## src/rtl/rv_fifo_pkg.sv

```systemverilog
// Shared defaults for the ready/valid FIFO slice.
package rv_fifo_pkg;

    localparam int RV_FIFO_DATA_WIDTH = 32;
    localparam int RV_FIFO_ADDR_WIDTH = 4;

endpackage

```

## src/rtl/rv_memory_double_port.sv

```systemverilog
// Two-port synchronous RAM: both ports may write; port 1 also has a
// registered read output that holds its value when no read is issued.
module rv_memory_double_port
    import rv_fifo_pkg::*;
#(
    parameter int DATA_WIDTH = RV_FIFO_DATA_WIDTH,
    parameter int ADDR_WIDTH = RV_FIFO_ADDR_WIDTH
) (
    input  logic                  clk,
    input  logic                  enable0,
    input  logic                  write_enable0,
    input  logic [ADDR_WIDTH-1:0] addr0,
    input  logic [DATA_WIDTH-1:0] data_in0,
    input  logic                  enable1,
    input  logic                  write_enable1,
    input  logic [ADDR_WIDTH-1:0] addr1,
    input  logic [DATA_WIDTH-1:0] data_in1,
    output logic [DATA_WIDTH-1:0] data_out1
);

    localparam int DEPTH = 1 << ADDR_WIDTH;

    logic [DATA_WIDTH-1:0] mem [0:DEPTH-1];

    // Storage writes from either port; contents are never cleared.
    always_ff @(posedge clk) begin
        if (enable0 && write_enable0) mem[addr0] <= data_in0;
        if (enable1 && write_enable1) mem[addr1] <= data_in1;
    end

    // Port 1 read register; holds when no read is issued.
    always_ff @(posedge clk) begin
        if (enable1 && !write_enable1) data_out1 <= mem[addr1];
    end

endmodule

```

## src/rtl/rv_fifo.sv

```systemverilog
// Ready/valid FIFO on a registered-output RAM. The RAM read register acts
// as an extra output stage, so capacity is DEPTH+1 words.
module rv_fifo
    import rv_fifo_pkg::*;
#(
    parameter int DATA_WIDTH = RV_FIFO_DATA_WIDTH,
    parameter int ADDR_WIDTH = RV_FIFO_ADDR_WIDTH
) (
    input  logic                  clk,
    input  logic                  rst,
    input  logic                  in_valid,
    output logic                  in_ready,
    input  logic [DATA_WIDTH-1:0] in_data,
    output logic                  out_valid,
    input  logic                  out_ready,
    output logic [DATA_WIDTH-1:0] out_data,
    output logic [ADDR_WIDTH:0]   count
);

    localparam int DEPTH = 1 << ADDR_WIDTH;
    localparam int CNT_W = ADDR_WIDTH + 1;

    logic [ADDR_WIDTH-1:0] wr_ptr;
    logic [ADDR_WIDTH-1:0] rd_ptr;
    logic [CNT_W-1:0]      mem_count;
    logic                  push;
    logic                  rd_issue;
    logic                  pop;

    // Handshakes and read scheduling. in_ready depends on registered state
    // only; push/read are masked in a reset cycle so they leave no trace.
    always_comb begin
        in_ready = (mem_count < CNT_W'(DEPTH));
        push     = in_valid && in_ready && !rst;
        pop      = out_valid && out_ready;
        rd_issue = (mem_count != '0) && (!out_valid || out_ready) && !rst;
        count    = mem_count + CNT_W'(out_valid);
    end

    // Pointers, memory occupancy and output-stage valid.
    always_ff @(posedge clk) begin
        if (rst) begin
            wr_ptr    <= '0;
            rd_ptr    <= '0;
            mem_count <= '0;
            out_valid <= 1'b0;
        end else begin
            if (push)     wr_ptr <= wr_ptr + 1'b1;
            if (rd_issue) rd_ptr <= rd_ptr + 1'b1;
            if (push && !rd_issue)      mem_count <= mem_count + 1'b1;
            else if (!push && rd_issue) mem_count <= mem_count - 1'b1;
            if (rd_issue) out_valid <= 1'b1;
            else if (pop) out_valid <= 1'b0;
        end
    end

    rv_memory_double_port #(
        .DATA_WIDTH(DATA_WIDTH),
        .ADDR_WIDTH(ADDR_WIDTH)
    ) u_mem (
        .clk          (clk),
        .enable0      (push),
        .write_enable0(push),
        .addr0        (wr_ptr),
        .data_in0     (in_data),
        .enable1      (rd_issue),
        .write_enable1(1'b0),
        .addr1        (rd_ptr),
        .data_in1     ('0),
        .data_out1    (out_data)
    );

endmodule

```

## config.mk

```make
export PLATFORM = sky130hd
export DESIGN_NAME = rv_fifo
export DESIGN_NICKNAME = d
export VERILOG_FILES = /design/src/rtl/rv_fifo_pkg.sv /design/src/rtl/rv_memory_double_port.sv /design/src/rtl/rv_fifo.sv
export SDC_FILE = /design/constraint.sdc
export NUM_CORES = 1
export LEC_CHECK = 0
export CAP_MARGIN = 40
export CORE_MARGIN = 2
export CORE_UTILIZATION = 57
export DETAILED_ROUTE_END_ITERATION = 10
export GPL_TIMING_DRIVEN = 1
export PLACE_DENSITY = 0.74
export SETUP_SLACK_MARGIN = 0.2
export SYNTH_ARGS = -nofsm -noshare
export SYNTH_HDL_FRONTEND = slang
export SYNTH_HIERARCHICAL = 1
export SYNTH_SLANG_ARGS = --single-unit
```

## constraint.sdc

```tcl
create_clock -name clk -period 5.75 [get_ports clk]
set_clock_uncertainty 0.1 [all_clocks]
set_input_delay 0.8625 -clock clk [delete_from_list [all_inputs] [get_ports clk]]
set_output_delay 0.8625 -clock clk [all_outputs]
set_load 0.03 [all_outputs]
```

# Yosys cells after proc, flatten, opt, wreduce, memory -nomap -nowiden
# Memories as Yosys holds them, arrays and structs flattened. A register that Yosys moved wholly into a read port is not among the register bits.
# Cells that the tools add are included.
[op_classes]
addsub = 5
order_cmp = 1
mux = 6
reduce_logical = 15
[op_table]
columns = ["cell", "n"]
rows = [
  ["5-bit 2-to-1 mux", 2],
  ["4-bit by 1-bit adder with 4-bit output (second input constant)", 2],
  ["1-bit logical AND", 7],
  ["5-bit by 1-bit adder with 5-bit output", 1],
  ["5-bit by 1-bit adder with 5-bit output (second input constant)", 1],
  ["5-bit < comparator (second input constant)", 1],
  ["5-bit nonzero test", 1],
  ["5-bit by 1-bit subtractor with 5-bit output (second input constant)", 1],
  ["1-bit logical NOT", 4],
  ["1-bit 2-to-1 mux", 4],
  ["2-bit nonzero test", 2],
  ["1-bit logical OR", 1],
]
[word_totals]
ff_bits = 14
ram_bits = 512
in_bits = 36
output_inout_bits = 39
elab_cells = 32
n_memories = 1
[mem_list]
columns = ["name", "depth", "width", "read_ports", "rd_ports_with_merged_regs", "write_ports", "line_no", "source"]
rows = [
  ["u_mem.mem", 16, 32, 1, 1, 1, "rv_memory_double_port.sv:23", "logic [DATA_WIDTH-1:0] mem [0:DEPTH-1];"],
]

# Depth between registers and ports, before layout
# Gate-level depths: netlist (run 1).
[depth]
ltp_word = 7
ltp_mapped = 10

# Modules after synthesis
# Netlist (run 1), hierarchy kept.
[modules_own_cells]
columns = ["module", "n_inst", "cells_per_inst", "area_per_inst_um2", "seq_area_each_um2"]
rows = [
  ["rv_memory_double_port", 1, 1497, 26860.8, 16335.7],
  ["rv_fifo", 1, 87, 813.3, 280.3],
]

# Worst setup path before layout (run 1)
# No wires, ideal clock.
[synth_timing]
path_type = "input -> register"
from = "input rst"
to = "memory u_mem/mem[1][0] (netlist bit) (enable)"
arrival_ns = 4.259
required_time_ns = 5.184
path_slack_ns = 0.925
cell_stages = 5
path_cell_list = "buf_6 -> nor3b_2 -> nand2_1 -> or3_1 -> o21ai_0"
[synth_via]
elab_chain_cells = 4
[synth_lines]
columns = ["item", "line_no", "source"]
rows = [
  ["start, declared", "rv_fifo.sv:10", "input logic rst,"],
  ["1-bit logical NOT", "rv_fifo.sv:34", "push = in_valid && in_ready && !rst;"],
  ["1-bit logical AND", "rv_fifo.sv:34", ""],
  ["named net push", "rv_fifo.sv:26", "logic push;"],
  ["1-bit 2-to-1 mux", "rv_memory_double_port.sv:27", "if (enable0 && write_enable0) mem[addr0] <= data_in0;"],
  ["1-bit 2-to-1 mux (implied by the code)", "rv_memory_double_port.sv:27", ""],
  ["end, declared", "rv_memory_double_port.sv:23", ""],
]
# The timed path passes the listed nets, and every way through them passes these cells.

# Worst setup path in the final report (run 1)
[layout_timing]
from = "input rst"
to = "memory u_mem/mem[8][11] (netlist bit) (enable)"
# Same word-level chain as after synthesis.

==> results.json, run 1 <==
{
  "status": "complete, but fails checks",
  "violations": "max-slew violations",
  "antenna_found_initial": 1,
  "die_h_um": 224,
  "setup-tns-final_ns": 0,
  "avgRoutedWirePerCell_um": 27.9,
  "hp-start": "wr_ptr[1]",
  "finalSetupViolations": 0,
  "required_ns": 5.95,
  "fmax_mhz": 276,
  "finalCriticalPeriod_ns": 3.62,
  "drt_iter0_markers": 1263,
  "gp_congestion": 0.802,
  "cap_viol_max_count": 0,
  "arrival_ns": 3.82,
  "vias": 15300,
  "postCtsSetupBuffers": 0,
  "cts_root_buf": "clkbuf_16",
  "yosysUniqueCellTypes": 45,
  "p_per_area_nw_per_um2": 355,
  "drt-vias-per-instance": 6.18,
  "diodes": 0,
  "clk_pin_slew_ns": 0.06,
  "worst_slack_ns": 2.13,
  "startpoint_type": "input port",
  "end_kind": "flop",
  "numClockSinks": 558,
  "reg2reg_depth": 10,
  "yosysWarnings": 6,
  "core_area_sq_um": 47800,
  "max_slew.worst_pin.slew_ns": 4.17,
  "hold_path.class": "flop to flop",
  "cts_resized": 0,
  "regToRegSetupSlack_ns": 2.75,
  "routed_wl_um": 69100,
  "ys_seq_elements": 558,
  "clkLatencyLatePin_ns": 0.62,
  "path_class": "input port to flop",
  "cts_htree_levels": 2,
  "grt_max_degree": 52,
  "grt_pass1_vias": 15900,
  "async_reset_ff_share_pct": 0,
  "irDropWorstVdd_mv": 0.229,
  "dp_slack_ns": 1.48,
  "placementRows": 80,
  "postSynthCellCount": 1584,
  "synth-edff-count": 544,
  "final_layout_size_suffix_gt1_share_pct": 42.2,
  "clock_path_buffers": 3,
  "dp_hpwl_um": 42500,
  "cts_tree": "done",
  "grt_pass1_wl_um": 103000,
  "seq_area_frac_synth_pct": 60.0,
  "slew_violations": 535,
  "synth_flop_cell": "edfxtp_1",
  "syn_area_per_cell_sq_um": 17.5,
  "dieArea_sq_um": 50300,
  "antenna_left": 0,
  "die_w_um": 224,
  "port_buffers": 74,
  "num_io_pins": 75,
  "syn-cell-area_sq_um": 27700,
  "finalCritPeriodShare_pct": 63.0,
  "holdBufCountCts": 0,
  "startpoint": "rst",
  "hold_depth": 2,
  "start_util_pct": 57.8,
  "crit_path_max_fanout": 19,
  "final_hold_viol_count": 0,
  "fin_nets": 1857,
  "p_leak_uw": 0.0107,
  "cts_made_buffers": 57,
  "drtPass1Iterations": 5,
  "globalRouteOverflowTotal": 0,
  "rr_startpoint": "mem_count[1]",
  "relSlewSlack_pct": -179,
  "rsz0062_at_grt": "false",
  "remaining_drc_errors": 0,
  "syn_to_final_growth_pct": 14.7,
  "globalRouteTotalUtil_pct": 28.0
}
-- cell usage in the layout, fill, tap and decap left out, types with 3 or more instances in the layout --
cell type,count
edfxtp_1,544
mux2_2,455
conb_1,229
mux4_2,128
clkdlybuf4s50_1,74
a22oi_1,64
mux2_4,58
clkbuf_16,57
nand2_1,39
nor2_1,26
buf_4,22
clkinv_1,17
clkbuf_1,12
dfxtp_1,12
clkinv_2,10
o22ai_4,9
nand2b_1,8
ha_1,8
o21ai_4,7
xor2_1,7
bufinv_16,6
buf_16,6
nand3_1,4
xnor2_1,4
a21oi_1,4
buf_12,4
inv_1,3
o211ai_1,3
nand4_1,3
nor2b_4,3
or3_1,3
-- state kept, by name, indices dropped and copies added, names as in the netlist --
name / cells
u_mem/mem: 512
u_mem/data_out1: 32
mem_count: 5
rd_ptr: 4
wr_ptr: 4
out_valid: 1
-- synth_stat cells (2+ instances only) --
cell type	number	area share, %
nor2_1	27	0.37
buf_2	60	1.1
nand2b_1	8	0.18
nand3_1	4	0.072
nand4b_2	2	0.11
mux2_2	455	19
mux2_4	58	3.1
clkbuf_1	96	1.3
ha_1	8	0.36
xor2_1	7	0.22
mux4_2	128	10
inv_1	3	0.041
edfxtp_1	544	59
nand4_1	3	0.068
xnor2_1	4	0.13
nand4b_1	2	0.063
buf_6	7	0.28
o211ai_1	3	0.081
a21oi_1	4	0.072
nor2b_1	4	0.090
o21ai_0	7	0.13
o22ai_1	9	0.20
mux2i_1	2	0.072
dfxtp_1	14	1.0
or2_2	2	0.045
a22oi_1	64	1.7
nand2_1	39	0.53
or3_1	3	0.068
-- critical path: stages --
cell	delay, ns
clkdlybuf4s50_1	0.75
nor3b_2	0.28
buf_4	0.23
nand4b_1	0.42
o21ai_4	0.84
buf_4	0.42
-- cells by family after synthesis --
logic type,after synthesis,synth area share (%)
AND/OR/NAND/NOR,101,1.83
adder cells (fa/ha/maj),9,0.434
XOR/XNOR,11,0.348
flip-flops,558,60.0
AO/OA/AOI/OAI,92,2.38
multiplexers,643,32.2
other,1,0.0136
buffers and inverters,169,2.80
-- power by group --
| part | internal [uW] | total, uW | switching, uW |
|---|---|---|---|
| Clock | 2080 | 3650 | 1570 |
| Combinational | 1320 | 2780 | 1460 |
| Sequential | 4710 | 4850 | 133 |
| Total | 8120 | 11300 | 3160 |
-- final timing paths --
kind | end
worst min-delay path | wr_ptr[1]
worst max register to register | mem_count[4]
worst min register to register | wr_ptr[1]
worst max-delay path | u_mem/mem[8][11]
-- layer usage --
metal	part of all wire, %	up-vias	wire length (um)	track usage [%]
li1	-	6588	-	-
met1	40	7982	27500	36.6
met2	51	579	35200	48.2
met3	5.7	135	3950	3.36
met4	3.5	0	2440	10.7
met5	0	-	0	0
-- area by class of cell --
cell class	count	area, sq um
well taps	615	769
multi-input cells	1085	11400
inverters	3	11.3
clock buffers	69	1470
flip-flops and latches	558	16600
clock inverters	38	335
repair buffers	107	1170
fillers	3307	16100
-- per-stage QoR --
step	instance area, sq um	util, %	hold slack [ns]	cells	power [uW]
floorplan	28500	-	0.400	1812	6840
global placement	29700	62.1	0.456	2358	7560
detailed placement	29900	62.6	0.461	2368	7650
CTS	31700	66.4	0.473	2475	11300
global route	31700	66.4	0.528	2475	11600
finish	31700	66.4	0.472	2475	11300
(Power assumes the default switching activity.)
==> run 2: changes to the inputs <==
--- a/config.mk
+++ b/config.mk
@@ -7,10 +7,10 @@
 export LEC_CHECK = 0
 export CAP_MARGIN = 40
 export CORE_MARGIN = 2
-export CORE_UTILIZATION = 57
+export CORE_UTILIZATION = 56
 export DETAILED_ROUTE_END_ITERATION = 10
 export GPL_TIMING_DRIVEN = 1
-export PLACE_DENSITY = 0.74
+export PLACE_DENSITY = 0.76
 export SETUP_SLACK_MARGIN = 0.2
 export SYNTH_ARGS = -nofsm -noshare
 export SYNTH_HDL_FRONTEND = slang
==> constraint.sdc (replaced) <==
create_clock -name clk -period 3.25 [get_ports clk]
set_clock_uncertainty 0.1 [all_clocks]
set_input_delay 0.4875 -clock clk [delete_from_list [all_inputs] [get_ports clk]]
set_output_delay 0.4875 -clock clk [all_outputs]
set_load 0.03 [all_outputs]
==> results.json, run 2 (synthesis results as in run 1) <==
{
  "p_comb_share_pct": 25.0,
  "relSlewSlack_pct": -181,
  "finalSetupViolations": 0,
  "drt_iter0_markers": 1673,
  "required_ns": 2.66,
  "arrival_ns": 2.34,
  "port_buffers": 74,
  "reg_top3": "u_mem/mem: 512 flops, u_mem/data_out1: 32 flops, mem_count: 5 flops",
  "vias": 15500,
  "final_cell_mix": "544 x edfxtp_1, 455 x mux2_2, 229 x conb_1",
  "switching_share_pct": 27.6,
  "startpoint_type": "flop",
  "largest_reg_flops": 512,
  "top_layer": "met4",
  "final_layout_size_suffix_gt1_share_pct": 42.9,
  "power_switching_uw": 5500,
  "min_to": "wr_ptr[1]",
  "reg2reg_depth": 10,
  "remaining_drc_errors": 0,
  "antenna_left": 0,
  "hold_depth": 2,
  "cts_made_buffers": 59,
  "clock_path_buffers": 3,
  "grt_pass1_wl_um": 101000,
  "hold_path.class": "flop to flop",
  "routed_wl_um": 66800,
  "rr_startpoint": "mem_count[1]",
  "p_leak_uw": 0.0108,
  "globalRouteTotalUtil_pct": 26.8,
  "r2r-end": "mem_count[4]",
  "clk_pin_slew_ns": 0.06,
  "p_clk_share_pct": 32.1,
  "placementRows": 81,
  "cp_top_family": "buffers and inverters",
  "cap_viol_max_count": 0,
  "drt-met1-wl_um": 27500,
  "postCtsSetupBuffers": 0,
  "num_io_pins": 75,
  "drtPass1Iterations": 5,
  "fmax_mhz": 341,
  "top_register": "u_mem/mem",
  "violations": "max-slew violations",
  "crit_path_max_incr_delay_ns": 0.72,
  "hp-start": "wr_ptr[1]",
  "syn_to_final_growth_pct": 15.5,
  "regToRegSetupSlack_ns": 0.36,
  "dp_hpwl_um": 39800,
  "cts_tree": "done",
  "met2_length_um": 32600,
  "worst_slack_ns": 0.319,
  "internal_power_uw": 14400,
  "avgRoutedWirePerCell_um": 26.2,
  "core_area_sq_um": 48800,
  "cts_resized": 1,
  "p_per_area_nw_per_um2": 623,
  "grt_max_degree": 47,
  "rsz0062_at_grt": "false",
  "clkLatencyLatePin_ns": 0.62,
  "slew_violations": 535,
  "max_slew.worst_pin.slew_ns": 4.21,
  "wl_met3_um": 4920,
  "finalCritPeriodShare_pct": 90.2,
  "gp_congestion": 0.836,
  "start_util_pct": 56.7,
  "power_frac_seq_pct": 42.9,
  "crit_slowest_cell": "clkdlybuf4s50_1",
  "cts_root_buf": "clkbuf_16",
  "fin_nets": 1882,
  "final_util_pct": 65.5,
  "holdBufCountCts": 0,
  "antenna_found_initial": 0,
  "globalRouteOverflowTotal": 0,
  "die_h_um": 226,
  "end_kind": "primary output",
  "report.power.total_uw": 19900,
  "final_hold_viol_count": 0,
  "critPathBufInv": 1,
  "crit_path_max_fanout": 8,
  "setup-tns-final_ns": 0,
  "drt-vias-per-instance": 6.08,
  "mostFrequentLayoutCell": "edfxtp_1",
  "crit_chain": "ha_1, nand3_1, xnor2_1, clkdlybuf4s50_1",
  "cts_htree_levels": 2,
  "grt_pass1_vias": 16200,
  "numClockSinks": 558,
  "dp_slack_ns": 0.0305,
  "die_w_um": 226,
  "dieArea_sq_um": 51200,
  "finalCriticalPeriod_ns": 2.93,
  "irDropWorstVdd_mv": 0.593,
  "status": "complete, but fails checks",
  "path_class": "flop to primary output",
  "diodes": 0
}
## run 2: cell types whose count changed in the layout (fill, tap and decap cells not counted), sizes merged
cell / delta
dlymetal6s2s: +1
clkinv: -4
clkdlybuf4s50: -1
clkinvlp: -2
bufinv: -2
buf: +23
clkbuf: +7
## run 2: worst min-delay path, stage by stage (launching register included)
cell	delay (ns)
dfxtp_1	0.36
nand2b_1	0.10
o21ai_0	0.07
## run 2: final cells by class
type	instances	area, sq um
clock buffer	76	1540
clock inverter	30	250
fill	3482	16900
inverter	3	11.3
multi-input combinational	1085	11400
sequential	558	16600
tap	664	831
timing repair buffer	130	1330
## run 2: power groups by stage
stage / sequential (uW) / clock [uW] / combinational (uW)
finish: 8550 / 6380 / 4980
global route: 8580 / 6730 / 5290
global placement: 8670 / 0 / 4790
detailed placement: 8690 / 0 / 4840
floorplan: 8770 / 0 / 3330
CTS: 8540 / 6480 / 4880
## run 2: how the worst max path moves through the flow
stage                           end  slack (ns)          from  cells after the start
floorplan           u_mem/mem[0][0]       -0.36           rst                      5
global placement       mem_count[4]        0.08     out_ready                     11
detailed placement     mem_count[4]        0.03     out_ready                     11
CTS                        count[4]        0.22  mem_count[0]                      5
global route               count[2]        0.20  mem_count[0]                      4
finish                     count[3]        0.32  mem_count[0]                      4
## run 2: routing by layer
layer / up-vias / track usage (%)
li1: 6656 / -
met1: 8055 / 37.6
met2: 665 / 43.9
met3: 110 / 3.87
met4: 0 / 8.11
met5: - / 0
## run 2: stage by stage
stage               cell area, sq um  instances  hold slack, ns
finish                         32000       2546           0.481
global route                   32000       2546           0.510
CTS                            32000       2546           0.475
detailed placement             30200       2440           0.466
global placement               30200       2440           0.429
floorplan                      28500       1812           0.400
